$ cat config.mk
export PLATFORM = sky130hd
export DESIGN_NAME = reg_access_ctrl
export DESIGN_NICKNAME = d
export VERILOG_FILES = /design/src/rtl/reg_access_pkg.sv /design/src/rtl/rmw_merge.sv /design/src/rtl/reg_access_ctrl.sv
export SDC_FILE = /design/constraint.sdc
export NUM_CORES = 2
export LEC_CHECK = 0
export CORE_AREA = 2 2 404 406
export DETAILED_ROUTE_END_ITERATION = 8
export DIE_AREA = 0 0 406 408
export GPL_ROUTABILITY_DRIVEN = 1
export SYNTH_ARGS = -nofsm -noshare
export SYNTH_HDL_FRONTEND = slang
export SYNTH_SLANG_ARGS = --single-unit
$ cat constraint.sdc
create_clock -name clk -period 2.8 [get_ports clk]
set_clock_uncertainty 0.05 [all_clocks]
set_input_delay 0.28 -clock clk [delete_from_list [all_inputs] [get_ports clk]]
set_output_delay 0.28 -clock clk [all_outputs]
set_load 0.05 [all_outputs]
$ cat src/rtl/reg_access_pkg.sv
// reg_access_pkg: op encodings, controller states and default width for the 256-bit register port.
package reg_access_pkg;
    localparam int DEF_WIDTH = 256;
    typedef enum logic [1:0] {OP_READ = 2'b00, OP_WRITE = 2'b01, OP_SET = 2'b10, OP_CLEAR = 2'b11} op_e;
    typedef enum logic [1:0] {IDLE, RD, WR, RSP} state_e;
endpackage

$ cat src/rtl/rmw_merge.sv
// rmw_merge: combinational new-word computation for WRITE, SET and CLEAR.
module rmw_merge
    import reg_access_pkg::*;
#(
    parameter int WIDTH = DEF_WIDTH
) (
    input  logic [1:0]       op,
    input  logic [WIDTH-1:0] old,
    input  logic [WIDTH-1:0] mask,
    output logic [WIDTH-1:0] merged
);
    always_comb merged = op == OP_SET   ? old | mask :
                         op == OP_CLEAR ? old & ~mask :
                         op == OP_WRITE ? mask : old;
endmodule

$ cat src/rtl/reg_access_ctrl.sv
// reg_access_ctrl: sequences the register Enable/ReadWrite protocol for read, write, set and clear requests.
module reg_access_ctrl
    import reg_access_pkg::*;
#(
    parameter int WIDTH = DEF_WIDTH
) (
    input  logic             clk,
    input  logic             reset,
    input  logic             ReqValid,
    output logic             ReqReady,
    input  logic [1:0]       ReqOp,
    input  logic [WIDTH-1:0] ReqData,
    output logic             RspValid,
    input  logic             RspReady,
    output logic [WIDTH-1:0] RspData,
    output logic             RegEnable,
    output logic             RegReadWrite,
    output logic [WIDTH-1:0] RegWrData,
    input  logic [WIDTH-1:0] RegRdData
);
    state_e           state;
    op_e              op_q;
    logic [WIDTH-1:0] data_q;
    logic [WIDTH-1:0] hold;
    logic [WIDTH-1:0] merged;

    // merge straight from the read bus so the write word is registered by the end of RD
    rmw_merge #(.WIDTH(WIDTH)) u_merge (
        .op    (op_q),
        .old   (RegRdData),
        .mask  (data_q),
        .merged(merged)
    );

    always_ff @(posedge clk) begin
        if (reset) begin
            state        <= IDLE;
            op_q         <= OP_READ;
            data_q       <= '0;
            hold         <= '0;
            ReqReady     <= 1'b1;
            RspValid     <= 1'b0;
            RspData      <= '0;
            RegEnable    <= 1'b0;
            RegReadWrite <= 1'b1;
            RegWrData    <= '0;
        end else begin
            case (state)
                IDLE: if (ReqValid) begin
                    op_q      <= op_e'(ReqOp);
                    data_q    <= ReqData;
                    ReqReady  <= 1'b0;
                    RegEnable <= 1'b1;
                    if (op_e'(ReqOp) == OP_WRITE) begin
                        state        <= WR;
                        RegReadWrite <= 1'b0;
                        RegWrData    <= ReqData;
                    end else begin
                        state        <= RD;
                        RegReadWrite <= 1'b1;
                    end
                end
                RD: begin
                    hold <= RegRdData;
                    if (op_q == OP_READ) begin
                        state     <= RSP;
                        RegEnable <= 1'b0;
                        RspValid  <= 1'b1;
                        RspData   <= RegRdData;
                    end else begin
                        state        <= WR;
                        RegReadWrite <= 1'b0;
                        RegWrData    <= merged;
                    end
                end
                WR: begin
                    state        <= RSP;
                    RegEnable    <= 1'b0;
                    RegReadWrite <= 1'b1;
                    RspValid     <= 1'b1;
                    RspData      <= op_q == OP_WRITE ? data_q : hold;
                end
                RSP: if (RspReady) begin
                    state    <= IDLE;
                    RspValid <= 1'b0;
                    ReqReady <= 1'b1;
                end
            endcase
        end
    end
endmodule
==> impl_metrics.tcl <==
set metrics [dict create \
    die-height_um 408 \
    status "complete, no violations" \
    ys_seq_area_frac 0.434 \
    rr_endpoint "RegWrData[61]" \
    layout.nets 7283 \
    dieArea_um2 166000 \
    port_buffers 1033 \
    synthesis.nets 6529 \
    ys_types 30 \
    antenna_found_initial 44 \
    period_share 0.934 \
    worst_slew_pin_slew_ns 1.10 \
    critPathMaxFanout 36 \
    numCtsBuffers 118 \
    totalPowerFinal_mw 81.6 \
    cp-start-kind "flop" \
    setup-tns-final_ns 0 \
    netlist_area_um2 47600 \
    first_iter_violations 4200 \
    fmax_mhz 382 \
    ys_ff_latch 1032 \
    ir_worst_vdd_v 0.00125 \
    r2r_setup_slack_ns 0.18 \
    area_growth_pct 36.1 \
    grt_max_degree 136 \
    yosysWarnings 0 \
    setup_violations 0 \
    routedWlPerCell_um 22.4 \
    cts-htree-levels 3 \
    fin_crit_ns 2.62 \
    drtAntennaViolNets 0 \
    dp_cells 8797 \
    globalplace.congestion 0.942 \
    final-hold-violation-count 0 \
    clkSlewWorstSetupHoldPaths_ns 0.06 \
    clock-root-buffer "clkbuf_16" \
    syn_inst 6006 \
    num_vias 47957 \
    final_common_cell "nand2_1" \
    hold_path_end "data_q[134]" \
    final_layout_size_suffix_gt1_frac 0.0542 \
    dr.pass1.iters 6 \
    clock_sinks 1032 \
    syn_avg_cell_area_um2 7.93 \
    initial_core_util 0.295 \
    vias_per_cell 5.29 \
    hold_depth 3 \
    grt_overflow 0 \
    leakagePower_nw 22.0 \
    ios 1034 \
    routed_wl_mm 203 \
    cp.arrival_ns 3.19 \
    power_density_nw_per_um2 1260 \
    relSlewSlack 0.264 \
    rows 148 \
    fin_cells 9072 \
    cp-end-kind "flop" \
    min_path_type "primary input to flop" \
    drc 0 \
    reg2reg_depth 9 \
    rsz0062_at_grt "false" \
    track_usage 0.232 \
    worstPathRequired_ns 3.37 \
    grt_pass1_wl_mm 297 \
    clkLatencyLatePin_ns 0.76 \
    hold_path_startpoint "ReqData[134]" \
    dpl.hpwl_mm 136 \
    clockBufferDepth 3 \
    drv_cap 0 \
    regToRegStartpoint "state[0]" \
    grt_pass1_vias 44737 \
    final_cell_mix "nand2_1 (1541), clkdlybuf4s50_1 (1032), dfxtp_1 (1030), a21oi_1 (774), nor2_1 (773)" \
    cts_tree "done" \
    cts_setup_buffers 0 \
    die_x_um 406 \
    path_class "flop to flop" \
    slew_viol_final 0 \
    coreArea_um2 162000 \
]
==> metal layers <==
metal / up-vias / GRT usage / part of all wire
li1: 22349 / - / -
met1: 23235 / 0.296 / 0.42
met2: 1983 / 0.375 / 0.47
met3: 366 / 0.0543 / 0.079
met4: 24 / 0.0956 / 0.038
met5: - / 0 / 0.00089
==> where the power goes <==
part           switching (mW)  internal [mW]  total [mW]  leakage, nW
Clock                    6.86           9.21        16.1         2.02
Combinational            28.0           14.6        42.5         11.5
Sequential               3.71           19.3        23.0         8.44
Total                    38.5           43.1        81.6         22.0
==> through the flow <==
step | hold slack, ns | util | area (µm²) | setup WS [ns]
3_3_place_gp | 0.393 | 0.374 | 60500 | 0.258
6_report | 0.0708 | 0.401 | 64800 | 0.185
3_5_place_dp | 0.397 | 0.374 | 60500 | 0.187
2_1_floorplan | 0.366 | - | 47600 | 0.682
5_1_grt | 0.0268 | 0.401 | 64800 | 0.00857
4_1_cts | 0.0000185 | 0.400 | 64700 | 0.124
==> cells in the mapped netlist (all sizes together) <==
| cell | n | area [µm²] |
|---|---|---|
| o21ai | 2 | 10.0 |
| o21bai | 1 | 7.51 |
| o311ai | 1 | 8.76 |
| mux2i | 257 | 2570 |
| ha | 5 | 62.6 |
| a211oi | 2 | 27.5 |
| clkbuf | 416 | 1560 |
| and2 | 1 | 6.26 |
| nand2b | 5 | 31.3 |
| a21oi | 775 | 3880 |
| nor2b | 3 | 18.8 |
| or2 | 1 | 6.26 |
| dfxtp | 1032 | 20700 |
| a311oi | 257 | 2250 |
| nor2 | 773 | 2900 |
| nand2 | 1542 | 5790 |
| nand3b | 2 | 15.0 |
| inv | 4 | 15.0 |
| xnor2 | 256 | 2240 |
| buf | 155 | 737 |
| a211o | 256 | 2240 |
| nor3 | 1 | 5.00 |
| a311o | 256 | 2560 |
| nor3b | 3 | 27.5 |
==> repair_timing <==
action | in CTS | in global routing
endpoints found under the setup margin | 0 | 2
hold buffers | 17 | 0
gates resized for setup | 0 | 2
hold endpoints to repair | 43 | 0
==> cells by family (layout without fill, tap and decap cells) <==
logic type                 after synthesis  after routing  synth area share
other                                    0             35                 0
buffers and inverters                  575           1431            0.0486
AOI/OAI and AO/OA                     1550           1550             0.231
xor gates and xnor gates               256            256            0.0471
and+or+nand+nor                       2331           2331             0.185
adders and majority gates                5              5           0.00131
muxes                                  257            257            0.0540
DFF                                   1032           1032             0.434
==> cell type report <==
| type | instances | area (µm²) |
|---|---|---|
| Fill cell | 16306 | 96800 |
| Multi-Input combinational cell | 4399 | 24700 |
| Sequential cell | 1032 | 20700 |
| Timing Repair Buffer | 1205 | 12600 |
| Clock buffer | 171 | 3510 |
| Tap cell | 2175 | 2720 |
| Clock inverter | 51 | 531 |
| Antenna cell | 35 | 87.6 |
| Inverter | 4 | 22.5 |
==> flip-flops by register name, indices dropped and copies added, names as in the netlist <==
register,count
RegWrData,256
RspValid,1
hold,256
data_q,256
RspData,256
op_q,2
RegReadWrite,1
RegEnable,1
ReqReady,1
state,2
==> worst max-delay path, stage by stage, from the launching register on <==
cell,delay (ns)
dfxtp_1,0.44
inv_1,0.13
ha_1,0.33
nor2b_1,0.25
a211oi_4,0.26
buf_12,0.25
buf_16,0.20
buf_12,0.22
nor2_1,0.06
a311oi_1,0.26
==> worst max path at each step <==
stage	start	to	slack [ns]	cells past startpoint
after CTS	RegEnable	RegEnable	0.12	1
after detailed placement	state[0]	RegWrData[20]	0.19	9
final	state[0]	RegWrData[61]	0.18	9
after floorplan	state[0]	RegWrData[234]	0.68	8
after global routing	state[0]	RegWrData[20]	0.009	9
after global placement	state[0]	RegWrData[121]	0.26	9
No activity file was read; power rests on OpenSTA's default activity.
